<file path="src/rtl/usb_rx_pkg.sv">
// Shared constants, FSM encoding and CRC16 helper for the USB receive packet engine.
package usb_rx_pkg;

  localparam logic [3:0] PID_DATA0 = 4'h3;
  localparam logic [3:0] PID_DATA1 = 4'hB;
  localparam logic [3:0] PID_ACK   = 4'h2;
  localparam logic [3:0] PID_NAK   = 4'hA;
  localparam logic [3:0] PID_STALL = 4'hE;

  localparam logic [15:0] CRC16_POLY  = 16'hA001;
  localparam logic [15:0] CRC16_INIT  = 16'hFFFF;
  localparam logic [15:0] CRC16_RESID = 16'hB001;

  typedef enum logic [2:0] {
    IDLE,
    PID,
    DATA,
    HSK,
    ERR,
    DONE
  } rx_state_e;

  // Reflected CRC16: bytes enter LSB first, register shifts right.
  function automatic logic [15:0] crc16_byte(input logic [15:0] crc, input logic [7:0] b);
    logic [15:0] c;
    c = crc;
    for (int i = 0; i < 8; i++) begin
      if (c[0] ^ b[i]) c = (c >> 1) ^ CRC16_POLY;
      else             c = c >> 1;
    end
    return c;
  endfunction

endpackage

</file>
<file path="src/rtl/usb_rx_fifo.sv">
// Synchronous payload FIFO; a push while full is accepted only together with a pop.
module usb_rx_fifo #(
  parameter int FIFO_DEPTH = 4,
  parameter int DATA_W     = 8
) (
  input  logic              clk,
  input  logic              reset,
  input  logic              push,
  input  logic [DATA_W-1:0] push_data,
  input  logic              pop,
  output logic [DATA_W-1:0] rd_data,
  output logic              full,
  output logic              empty
);

  localparam int AW = $clog2(FIFO_DEPTH);

  logic [DATA_W-1:0] mem [FIFO_DEPTH];
  logic [AW:0]       wr_ptr;
  logic [AW:0]       rd_ptr;
  logic              wr_en;
  logic              rd_en;

  assign empty   = (wr_ptr == rd_ptr);
  assign full    = (wr_ptr[AW] != rd_ptr[AW]) && (wr_ptr[AW-1:0] == rd_ptr[AW-1:0]);
  assign rd_en   = pop && !empty;
  assign wr_en   = push && (!full || rd_en);
  assign rd_data = mem[rd_ptr[AW-1:0]];

  always_ff @(posedge clk) begin
    if (!reset) begin
      wr_ptr <= '0;
      rd_ptr <= '0;
    end else begin
      if (wr_en) wr_ptr <= wr_ptr + 1'b1;
      if (rd_en) rd_ptr <= rd_ptr + 1'b1;
    end
  end

  always_ff @(posedge clk) begin
    if (wr_en) mem[wr_ptr[AW-1:0]] <= push_data;
  end

endmodule

</file>
<file path="src/rtl/usb_pkt_rx.sv">
// USB receive packet engine: PID check, CRC16 strip/check, payload FIFO, per-packet status.
// Optional USB_RX_STATS_EN adds saturating good_cnt/bad_cnt packet counters.
module usb_pkt_rx
  import usb_rx_pkg::*;
#(
  parameter int FIFO_DEPTH = 4,
  parameter int MAX_LEN    = 64
) (
  input  logic       clk,
  input  logic       reset,
  input  logic       rx_active,
  input  logic       rx_valid,
  input  logic [7:0] rx_data,
  output logic [7:0] out_data,
  output logic       out_valid,
  input  logic       out_ready,
  output logic       pkt_done,
  output logic [3:0] pkt_pid,
  output logic [9:0] pkt_len,
  output logic       crc_ok,
  output logic       err_pid,
  output logic       err_len,
  output logic       err_ovf
`ifdef USB_RX_STATS_EN
  ,
  output logic [15:0] good_cnt,
  output logic [15:0] bad_cnt
`endif
);

  rx_state_e   state;
  logic        rx_active_d;
  logic [15:0] crc;
  logic [7:0]  d0;
  logic [7:0]  d1;
  logic [1:0]  fill;
  logic [9:0]  count;
  logic [3:0]  cur_pid;
  logic        e_pid;
  logic        e_len;
  logic        e_ovf;

  logic push;
  logic pop;
  logic full;
  logic empty;
  logic data_byte;
  logic len_hit;
  logic ovf_hit;
  logic shift;
  logic fin_pid;
  logic fin_len;
  logic fin_ok;

  assign pop       = !empty && out_ready;
  assign out_valid = !empty;
  assign data_byte = (state == DATA) && rx_active && rx_valid;

  // Once the delay line is full, every new byte tries to forward the oldest one.
  always_comb begin
    push    = 1'b0;
    len_hit = 1'b0;
    ovf_hit = 1'b0;
    if (data_byte && fill == 2'd2) begin
      if (count == 10'(MAX_LEN))  len_hit = 1'b1;
      else if (full && !pop)      ovf_hit = 1'b1;
      else                        push    = 1'b1;
    end
  end

  assign shift   = data_byte && !len_hit && !ovf_hit;
  assign fin_pid = e_pid || (state == PID);
  assign fin_len = e_len || ((state == DATA) && fill != 2'd2);
  assign fin_ok  = !(fin_pid || fin_len || e_ovf) &&
                   (((state == DATA) && crc == CRC16_RESID) || (state == HSK));

  always_ff @(posedge clk) begin
    if (!reset) begin
      state       <= IDLE;
      rx_active_d <= 1'b1;
      crc         <= CRC16_INIT;
      fill        <= '0;
      count       <= '0;
      cur_pid     <= '0;
      e_pid       <= 1'b0;
      e_len       <= 1'b0;
      e_ovf       <= 1'b0;
      pkt_done    <= 1'b0;
      pkt_pid     <= '0;
      pkt_len     <= '0;
      crc_ok      <= 1'b0;
      err_pid     <= 1'b0;
      err_len     <= 1'b0;
      err_ovf     <= 1'b0;
    end else begin
      rx_active_d <= rx_active;
      pkt_done    <= 1'b0;
      case (state)
        IDLE: begin
          if (rx_active && !rx_active_d) begin
            state   <= PID;
            cur_pid <= '0;
            count   <= '0;
            fill    <= '0;
            e_pid   <= 1'b0;
            e_len   <= 1'b0;
            e_ovf   <= 1'b0;
          end
        end
        DONE: state <= IDLE;
        default: begin
          if (!rx_active) begin
            state    <= DONE;
            pkt_done <= 1'b1;
            pkt_pid  <= cur_pid;
            pkt_len  <= count;
            crc_ok   <= fin_ok;
            err_pid  <= fin_pid;
            err_len  <= fin_len;
            err_ovf  <= e_ovf;
          end else if (rx_valid) begin
            case (state)
              PID: begin
                cur_pid <= rx_data[3:0];
                if (rx_data[3:0] != ~rx_data[7:4]) begin
                  e_pid <= 1'b1;
                  state <= ERR;
                end else if (rx_data[3:0] == PID_DATA0 || rx_data[3:0] == PID_DATA1) begin
                  state <= DATA;
                  crc   <= CRC16_INIT;
                  count <= '0;
                  fill  <= '0;
                end else if (rx_data[3:0] == PID_ACK || rx_data[3:0] == PID_NAK ||
                             rx_data[3:0] == PID_STALL) begin
                  state <= HSK;
                end else begin
                  e_pid <= 1'b1;
                  state <= ERR;
                end
              end
              DATA: begin
                crc <= crc16_byte(crc, rx_data);
                if (len_hit) begin
                  e_len <= 1'b1;
                  state <= ERR;
                end else if (ovf_hit) begin
                  e_ovf <= 1'b1;
                  state <= ERR;
                end else begin
                  if (fill != 2'd2) fill <= fill + 2'd1;
                  if (push) count <= count + 10'd1;
                end
              end
              HSK:     e_len <= 1'b1;
              default: ;
            endcase
          end
        end
      endcase
    end
  end

  // Two-byte delay line holds back the trailing CRC bytes.
  always_ff @(posedge clk) begin
    if (shift) begin
      d1 <= d0;
      d0 <= rx_data;
    end
  end

  usb_rx_fifo #(
    .FIFO_DEPTH(FIFO_DEPTH),
    .DATA_W    (8)
  ) u_fifo (
    .clk      (clk),
    .reset    (reset),
    .push     (push),
    .push_data(d1),
    .pop      (pop),
    .rd_data  (out_data),
    .full     (full),
    .empty    (empty)
  );

`ifdef USB_RX_STATS_EN
  function automatic logic [15:0] sat_inc(input logic [15:0] v);
    return (v == 16'hFFFF) ? v : v + 16'd1;
  endfunction

  always_ff @(posedge clk) begin
    if (!reset) begin
      good_cnt <= '0;
      bad_cnt  <= '0;
    end else if (pkt_done) begin
      if (crc_ok) good_cnt <= sat_inc(good_cnt);
      else        bad_cnt  <= sat_inc(bad_cnt);
    end
  end
`endif

endmodule
</file>
<file path="config.mk">
export PLATFORM = sky130hd
export DESIGN_NAME = usb_pkt_rx
export DESIGN_NICKNAME = d
export VERILOG_FILES = /design/src/rtl/usb_rx_pkg.sv /design/src/rtl/usb_rx_fifo.sv /design/src/rtl/usb_pkt_rx.sv
export SDC_FILE = /design/constraint.sdc
export NUM_CORES = 1
export LEC_CHECK = 0
export CORE_ASPECT_RATIO = 1.5
export CORE_MARGIN = 1
export CORE_UTILIZATION = 52
export CTS_CLUSTER_DIAMETER = 80
export DETAILED_ROUTE_END_ITERATION = 6
export GPL_ROUTABILITY_DRIVEN = 0
export HOLD_SLACK_MARGIN = 0.15
export PLACE_DENSITY = 0.74
export SETUP_SLACK_MARGIN = 0.05
export SLEW_MARGIN = 10
export SYNTH_ARGS = -nofsm -noshare
export SYNTH_HDL_FRONTEND = slang
export SYNTH_SLANG_ARGS = --single-unit
</file>
<file path="constraint.sdc">
create_clock -name clk -period 2.15 [get_ports clk]
set_clock_uncertainty 0.05 [all_clocks]
set_input_delay 0.3225 -clock clk [delete_from_list [all_inputs] [get_ports clk]]
set_output_delay 0.3225 -clock clk [all_outputs]
set_load 0.01 [all_outputs]
</file>
; ---- After elaboration in Yosys (flattened, before gate mapping)
; Memory sizes are Yosys's and may differ from the RTL's. A register that Yosys moved wholly into a read port is not among the register bits.
; Cells that the tools add are included.
[totals]
regBits = 80
latch_bits = 0
ram_bits = 32
romBits = 0
out_inout_bits = 28
elab_cells = 242
mem_count = 1
[classes]
n_addsub = 4
n_mul = 0
n_div = 0
magnitude_cmp = 0
eq_ne = 33
shifts = 0
mux = 113
bitwise_logic = 21
reduce_logical = 50
[mem_list]
columns = memory, depth, width, read_ports, rd_ports_with_merged_regs, wr, line_no
row1 = u_fifo.mem, 4, 8, 1, 1, 1, usb_rx_fifo.sv:18  ; logic [DATA_W-1:0] mem [FIFO_DEPTH];
[ops]
columns = operator, n
row1 = 16-bit two-way mux, 45
row2 = 10-bit two-way mux, 8
row3 = 10-bit one-hot mux with 2 select lines, 2
row4 = 16-bit one-hot mux with 2 select lines, 1
row5 = 1-bit two-way mux, 26
row6 = 3-bit two-way mux, 8
row7 = 2-bit inverter with 3-bit output, 8
row8 = 2-bit two-way mux, 10
row9 = 10-bit AND reduction, 2
row10 = "3-bit by 2-bit inequality test with 1-bit output, second input constant", 6
row11 = "16-bit equality test, second input constant", 1
row12 = 4-bit two-way mux, 4
row13 = 1-bit logical AND, 14
row14 = 7-bit AND reduction, 2
row15 = "4-bit equality test, second input constant", 3
row16 = 3-bit one-hot mux with 2 select lines, 2
row17 = 6-bit AND reduction, 2
row18 = 2-bit nonzero test, 6
row19 = "10-bit by 1-bit adder with 10-bit output, second input constant", 1
row20 = "10-bit by 7-bit equality test with 1-bit output, second input constant", 1
row21 = 1-bit logical OR, 9
row22 = "3-bit by 1-bit inequality test with 1-bit output, second input constant", 3
row23 = "4-bit by 2-bit equality test with 1-bit output, second input constant", 2
row24 = 1-bit one-hot mux with 2 select lines, 4
row25 = other kinds (28), 51

; ---- Longest topological paths before layout
; Gate-level depths: netlist of the first run.
[logic_depth]
ltp_word = 52
ltp_mapped = 8
mapped_depth_nobuf = 8

; ---- By module
; A second synthesis of the first run with hierarchy kept.
[hier_totals]
cells_unflattened = 459
area_unflattened_um2 = 5021.1
[modules_own_cells]
columns = module, n_inst, cells_each, area_each_um2, seq_area_each_um2
row1 = usb_pkt_rx, 1, 363, 3349.5, 1641.6
row2 = usb_rx_fifo, 1, 96, 1671.6, 1121.1

; ---- Worst setup path after synthesis of the first run
; Ideal clock, no wire load.
[synth_timing]
path_kind = register to register
start = register state[1]
end = register d0[0], enable pin
setup_time_ns = 0.389
arrival_ns = 1.864
required_time_ns = 1.711
path_slack_ns = -0.152
path_stages_with_launch = 6
path_buffers = 2
path_cell_list = dfxtp_1 clkbuf_1 buf_1 and2_1 nand3_1 nor2_1
[synth_via]
elab_chain_cells = 8
elab_cells_between_ends = 10
classes_between = 1 x eq/ne / 2 x mux / 7 x reduce/logical
[synth_rtl]
columns = element, line_no
row1 = start: declaration, usb_pkt_rx.sv:31  ; rx_state_e state;
row2 = start signal: assignment, usb_pkt_rx.sv:79  ; state <= IDLE;
row3 = start signal: assignment, usb_pkt_rx.sv:101  ; state <= PID;
row4 = start signal: assignment, usb_pkt_rx.sv:110  ; DONE: state <= IDLE;
row5 = 3-bit by 2-bit equality test with 1-bit output (*), usb_pkt_rx.sv:57  ; assign data_byte = (state == DATA) && rx_active && rx_valid;
row6 = 1-bit logical AND (*) (2 in a row), usb_pkt_rx.sv:57
row7 = 1-bit logical AND, usb_pkt_rx.sv:64  ; if (data_byte && fill == 2'd2) begin
row8 = 1-bit two-way mux, usb_pkt_rx.sv:64
row9 = 1-bit zero test, usb_pkt_rx.sv:71  ; assign shift = data_byte && !len_hit && !ovf_hit;
row10 = 1-bit logical AND, usb_pkt_rx.sv:71
row11 = 1-bit logical AND (*), usb_pkt_rx.sv:71
row12 = via shift, usb_pkt_rx.sv:50  ; logic shift;
row13 = end signal: assignment, usb_pkt_rx.sv:167  ; d0 <= rx_data;
row14 = end: declaration, usb_pkt_rx.sv:34  ; logic [7:0] d0;
; Mark *: on every way through the listed nets, which the timed path passes. The rest lies on a longest branch.
; A chain may end at the register's enable or synchronous reset.

; ---- Final worst setup path of the first run
[layout_timing]
start = register u_fifo.wr_ptr[0]
end = register count[9]
[layout_via]
elab_chain_cells = 10
elab_cells_between_ends = 16
classes_between = 4 x eq/ne / 6 x mux / 6 x reduce/logical
[layout_rtl]
columns = element, line_no
row1 = start: declaration, usb_rx_fifo.sv:19  ; logic [AW:0] wr_ptr;
row2 = start signal: assignment, usb_rx_fifo.sv:35  ; if (wr_en) wr_ptr <= wr_ptr + 1'b1;
row3 = 3-bit equality test, usb_rx_fifo.sv:24  ; assign empty = (wr_ptr == rd_ptr);
row4 = 1-bit zero test, usb_pkt_rx.sv:55  ; assign pop = !empty && out_ready;
row5 = 1-bit logical AND, usb_pkt_rx.sv:55
row6 = 1-bit zero test, usb_pkt_rx.sv:66  ; else if (full && !pop) ovf_hit = 1'b1;
row7 = 1-bit logical AND (*), usb_pkt_rx.sv:66
row8 = 1-bit two-way mux, usb_pkt_rx.sv:66
row9 = 1-bit two-way mux, usb_pkt_rx.sv:65  ; if (count == 10'(MAX_LEN)) len_hit = 1'b1;
row10 = 1-bit two-way mux, usb_pkt_rx.sv:64
row11 = 3-bit by 1-bit inequality test with 1-bit output (no line) / 3-bit by 2-bit inequality test with 1-bit output (equally long branches), --
row12 = 10-bit AND reduction (no line) (*), --
row13 = end signal: assignment, usb_pkt_rx.sv:151  ; if (push) count <= count + 10'd1;
row14 = end: declaration, usb_pkt_rx.sv:37  ; logic [9:0] count;
; Every way passes the cells marked *; elsewhere a longest branch is shown, timed or not.

==> qor.txt, run 1 <==
initial antenna violation count - 0
clock period minus worst slack - 2.14 ns
most common flop cell mapped by yosys - dfxtp_1
die height - 121 um
leakage - 0.00256 uW
share of layout cells above drive strength 1 - 26.7%
Cell Rows - 43
Core Area - 0.00920 mm^2
setup repair after global routing missed its margin - yes
Remaining DRCs - 0
WL final - 11.8 mm
hold crit path type - in -> reg
clock buffer depth - 2
post-synthesis sequential area ratio - 56.5%
Die W - 81.2 um
Port Buf Inserts - 40
fraction of registers with async set/reset - 0%
kind of critical path - reg -> reg
Setup crit start - u_fifo.wr_ptr[0]
WL/cell - 17.5 um
ANT nets after route - 0
Mapped Area - 0.00489 mm^2
Critical Path AT - 2.43 ns
via/cell ratio - 5.71
diode count - 0
top post-synthesis cells by area - edfxtp_1, dfxtp_1, nor2_1
DR pass1 iterations - 4
Worst R2R Start - u_fifo.wr_ptr[0]
Cells after Synth - 440
die area - 0.00980 mm^2
Worst Tran Pin Value - 0.492 ns
fillers - 593
worst reg2reg path depth - 8
pre-CTS setup slack - -0.477 ns
DR iter-0 viols - 240
DP HPWL - 7.75 mm
GRT overflow - 0
clk slew on worst S/H paths - 0.06 ns
Yosys top cell area share - 29.5%
vias in the first global route - 3793
CTS H-tree lvls - 4
Final nets - 569
Final Slew Violations - 0
Synthesized Nets - 461
final setup fails - 0
Area growth syn-to-layout - 39.5%
status - completed
number of synthesized flops with an enable pin - 48
Max Clock Freq - 467 MHz
Distinct cells, synth - 55
Peak supply drop - 0.789 mV
setup slack, reg-to-reg - 0.007 ns
Ys Warns - 0
Setup WS post-layout - 0.00677 ns
max cap viols - 0
total CTS buffers - 17
most area-hungry cell type in the Yosys netlist - edfxtp_1
Fin Hold WS - 0.264 ns
CP Max Fanout - 7
CTS tree - done
global-route wire length before repair - 18.2 mm
Worst Path Required - 2.44 ns
#FFs+latches synth - 114
Worst Setup EP - count[9]
IO Count - 41
worst reg2reg endpoint - count[9]
crit path launch type - flop
Clock Latency Late Sink - 0.41 ns
Pwr Density - 1010 mW/mm^2
hold depth - 1
Final Hold Fails - 0
Slew Limit Headroom - 67.0%
Clock Root Buffer - clkbuf_16
Worst setup EP type - flop
Tcrit/Tclk final - 99.7%
Avg Synthesized Cell Area - 11.1 um^2
Starting Density - 53.1%
DR vias - 3844
total clock sinks - 114
gr usage total - 25.5%
Final Power - 6860 uW
largest net degree at the start of global routing - 20
[logic make-up (layout without fill, tap and decap cells)]
family | Yosys count | in the layout | synth area share (%)
multiplexers | 24 | 24 | 6.96
adder cells (fa/ha/maj) | 8 | 8 | 2.05
AO/OA/AOI/OAI | 81 | 81 | 10.3
XOR/XNOR | 33 | 33 | 6.50
buffers and inverters | 31 | 152 | 2.43
AND/OR/NAND/NOR | 149 | 149 | 15.2
flip-flops | 114 | 114 | 56.5
[cell type report]
type	count	area (um^2)	share of cell area (%)
repair buffers	110	1000	14.7
inverters	10	37.5	0.550
well taps	112	140	2.06
flip-flops and latches	114	2780	40.7
clock inverters	12	214	3.14
clock buffers	20	437	6.40
multi-input cells	295	2210	32.5
[flip-flops by register name (all words and copies together) (netlist names), 2 cells and up, named ones only]
register       cells
pkt_pid            4
state              3
crc               16
u_fifo.mem        32
fill               2
count             10
d1                 8
u_fifo.wr_ptr      3
d0                 8
u_fifo.rd_ptr      3
cur_pid            4
pkt_len           10
[where the power goes]
part           internal [uW]  switching [uW]
clock                   2160             953
sequential              2350            63.9
combinational            605             730
[per-stage QoR]
step                      instances  utilization, %  cell area (um^2)  TNS (ns)
after floorplan                 440               -              4910   -0.0207
after global placement          634            64.2              5910    -15.61
after detailed placement        634            64.2              5910    -17.19
after CTS                       667            72.3              6650         0
after global routing            673            74.1              6820     -1.49
final                           673            74.1              6820         0
[worst min-delay path by stage]
stage | end | startpoint | slack (ns)
finish | d0[7] | rx_data[7] | 0.26
global route | d0[7] | rx_data[7] | 0.27
CTS | d0[7] | rx_data[7] | 0.26
detailed placement | d1[2] | d0[2] | 0.35
global placement | d1[6] | d0[6] | 0.35
floorplan | d1[0] | d0[0] | 0.35
[what timing repair did]
item | 4_1_cts | 5_1_grt
gates resized for setup | 34 | 39
endpoints found under the setup margin | 50 | 84
hold endpoints to repair | 0 | 1
pin swaps | 8 | 12
setup buffers | 1 | 5
hold buffers | 0 | 1
[Yosys cell counts (4+ instances only)]
cell,number
a21oi_1,27
a31oi_1,5
and2_1,6
and3_1,4
clkbuf_1,16
dfxtp_1,66
edfxtp_1,48
ha_1,8
inv_1,9
mux2i_1,16
mux4_2,8
nand2_1,17
nand3_1,15
nor2_1,55
nor2b_1,6
nor3_1,17
nor4_1,4
o21ai_0,25
or3_1,7
xnor2_1,14
xor2_1,17
[worst max-delay path: stages (launching register included)]
cell and delay [ns]:
dfxtp_1 0.40, xor2_2 0.23, nor4_2 0.07, buf_4 0.16
nor4_4 0.23, buf_4 0.18, o2111ai_4 0.15, or4_4 0.45
a21oi_2 0.15
[cell usage in the layout (no fill, tap or decap), types with 10 or more instances in the layout]
cell type	n
nand2_1	17
buf_4	61
clkdlybuf4s50_1	23
edfxtp_1	48
nor3_1	16
nor2_1	54
mux2i_1	16
dfxtp_1	56
nand3_1	15
dfxtp_2	10
clkbuf_16	17
xor2_1	13
a21oi_1	24
o21ai_0	24
[layer usage]
metal	track usage [%]	routed length, um
met1	28.3	4590
met2	42.3	6190
met3	8.08	493
met4	13.7	481
met5	0	0
(Power assumes the default switching activity.)
==> run 2: changes to the inputs <==
--- a/config.mk
+++ b/config.mk
@@ -7,12 +7,12 @@
 export LEC_CHECK = 0
 export CORE_ASPECT_RATIO = 1.5
 export CORE_MARGIN = 1
-export CORE_UTILIZATION = 52
+export CORE_UTILIZATION = 60
 export CTS_CLUSTER_DIAMETER = 80
 export DETAILED_ROUTE_END_ITERATION = 6
 export GPL_ROUTABILITY_DRIVEN = 0
 export HOLD_SLACK_MARGIN = 0.15
-export PLACE_DENSITY = 0.74
+export PLACE_DENSITY = 0.8
 export SETUP_SLACK_MARGIN = 0.05
 export SLEW_MARGIN = 10
 export SYNTH_ARGS = -nofsm -noshare
==> constraint.sdc (replaced) <==
create_clock -name clk -period 2.6 [get_ports clk]
set_clock_uncertainty 0.05 [all_clocks]
set_input_delay 0.39 -clock clk [delete_from_list [all_inputs] [get_ports clk]]
set_output_delay 0.39 -clock clk [all_outputs]
set_load 0.01 [all_outputs]
==> run 2 against run 1 <==
Power is 24% lower. Via count fell by 1.1%. Critical path depth fell by 5. Sequential cell count is the same. Sequential share of layout area is 3.6 points higher. Setup slack gained 0.16 ns.
==> qor.txt, run 2 (synthesis gave the netlist of run 1 again) <==
total clock sinks - 114
commonest non-fill, non-tap cell in the layout - dfxtp_1
Tcrit/Tclk final - 93.6%
ANT nets after route - 0
status - completed
Remaining DRCs - 0
switch share - 26.3%
DR iter-0 viols - 239
Post-Route Utilization - 78.3%
Cell Rows - 40
Port Buf Inserts - 40
DR pass1 iterations - 5
max reg flops - 32
Slew Limit Headroom - 64.8%
vias in the first global route - 3772
die height - 113 um
crit path launch type - flop
leakage - 0.00224 uW
Critical Path AT - 1.99 ns
P_int - 3830 uW
Max Clock Freq - 411 MHz
gr usage total - 30.8%
via/cell ratio - 5.98
initial antenna violation count - 0
Starting Density - 61.4%
CP Max Fanout - 8
Worst setup EP type - output port
Final Hold Fails - 0
clk slew on worst S/H paths - 0.05 ns
die area - 0.00852 mm^2
IO Count - 41
crit-path max cell delay - 0.59 ns
CP Cell Sequence - buf_6, mux4_2, clkdlybuf4s50_1
share of layout cells above drive strength 1 - 16.2%
CTS H-tree lvls - 4
Area growth syn-to-layout - 27.5%
CTS tree - done
most frequent cells in the layout - dfxtp_1, nor2_1, edfxtp_1
largest net degree at the start of global routing - 23
clock buffer depth - 2
GRT overflow - 0
Setup Fix Bufs, Post-CTS - 0
placed cell area - 0.00564 mm^2
Die W - 75.7 um
max cap viols - 0
WL/cell - 18.4 um
crit path max-delay cell type - mux4_2
total CTS buffers - 17
DR vias - 3803
Final Slew Violations - 0
sequential share of power - 38.3%
combinational fraction of design power - 17.5%
Pwr Density - 834 mW/mm^2
hold crit path type - reg -> reg
clock power share - 44.2%
Peak supply drop - 0.609 mV
fillers - 480
final setup fails - 0
Core Area - 0.00796 mm^2
post-route cell area - 0.00623 mm^2
WL final - 11.7 mm
Worst Tran Pin Value - 0.520 ns
Clock Root Buffer - clkbuf_16
Final nets - 539
Worst Path Required - 2.16 ns
Clock Latency Late Sink - 0.41 ns
Final Power - 5200 uW
kind of critical path - reg -> out
clock period minus worst slack - 2.43 ns
DP HPWL - 7.48 mm
setup repair after global routing missed its margin - no
switching power - 1370 uW
global-route wire length before repair - 18.9 mm
diode count - 0
==> run 2: per-layer routing <==
layer	share of wire [%]	wire (um)	track usage (%)
met4	5.0	590	18.1
met2	52	6130	51.7
met3	6.0	704	11.4
met1	36	4260	31.9
met5	0	0	0
==> run 2: path summary, 6_finish.rpt <==
path                    start               end  slack, ns  cells past startpoint
min reg2reg             d0[2]             d1[2]       0.37                      0
max                      flop       out_data[3]       0.17                      3
max reg2reg  u_fifo.wr_ptr[1]  u_fifo.mem[0][4]       0.24                      6
min                     d0[2]             d1[2]       0.37                      0
==> run 2: power by group through the flow <==
stage	Sequential [uW]	Combinational [uW]	Clock (uW)
2_1_floorplan	2040	554	0
3_3_place_gp	2020	866	0
3_5_place_dp	2020	882	0
4_1_cts	1990	895	2310
5_1_grt	2000	980	2390
6_report	1990	908	2300
==> run 2: final cells by class <==
cell class	instances	area (um^2)	share of cell area (%)
well taps	105	131	2.11
flip-flops and latches	114	2760	44.3
inverters	10	37.5	0.602
clock inverters	15	165	2.65
clock buffers	17	425	6.82
repair buffers	80	704	11.3
multi-input cells	295	2010	32.2
==> run 2: worst max-delay path: cells and delay by family, from the launching register on <==
kind,cells,cell delay [ns]
multiplexers,1,0.59
buffers and inverters,2,0.68
flip-flops,1,0.32
==> run 2: metrics by stage <==
stage / setup slack (ns) / hold slack [ns] / setup TNS (ns) / std cells
after floorplan: 0.298 / 0.350 / 0 / 440
after global placement: -0.0952 / 0.352 / -0.0952 / 604
after detailed placement: -0.135 / 0.355 / -1.05 / 604
after CTS: 0.153 / 0.372 / 0 / 636
after global routing: 0.0738 / 0.392 / 0 / 636
final: 0.168 / 0.373 / 0 / 636
==> run 2: repair_timing <==
item,4_1_cts,5_1_grt
gates resized for setup,0,2
endpoints found under the setup margin,0,2
hold buffers,0,0
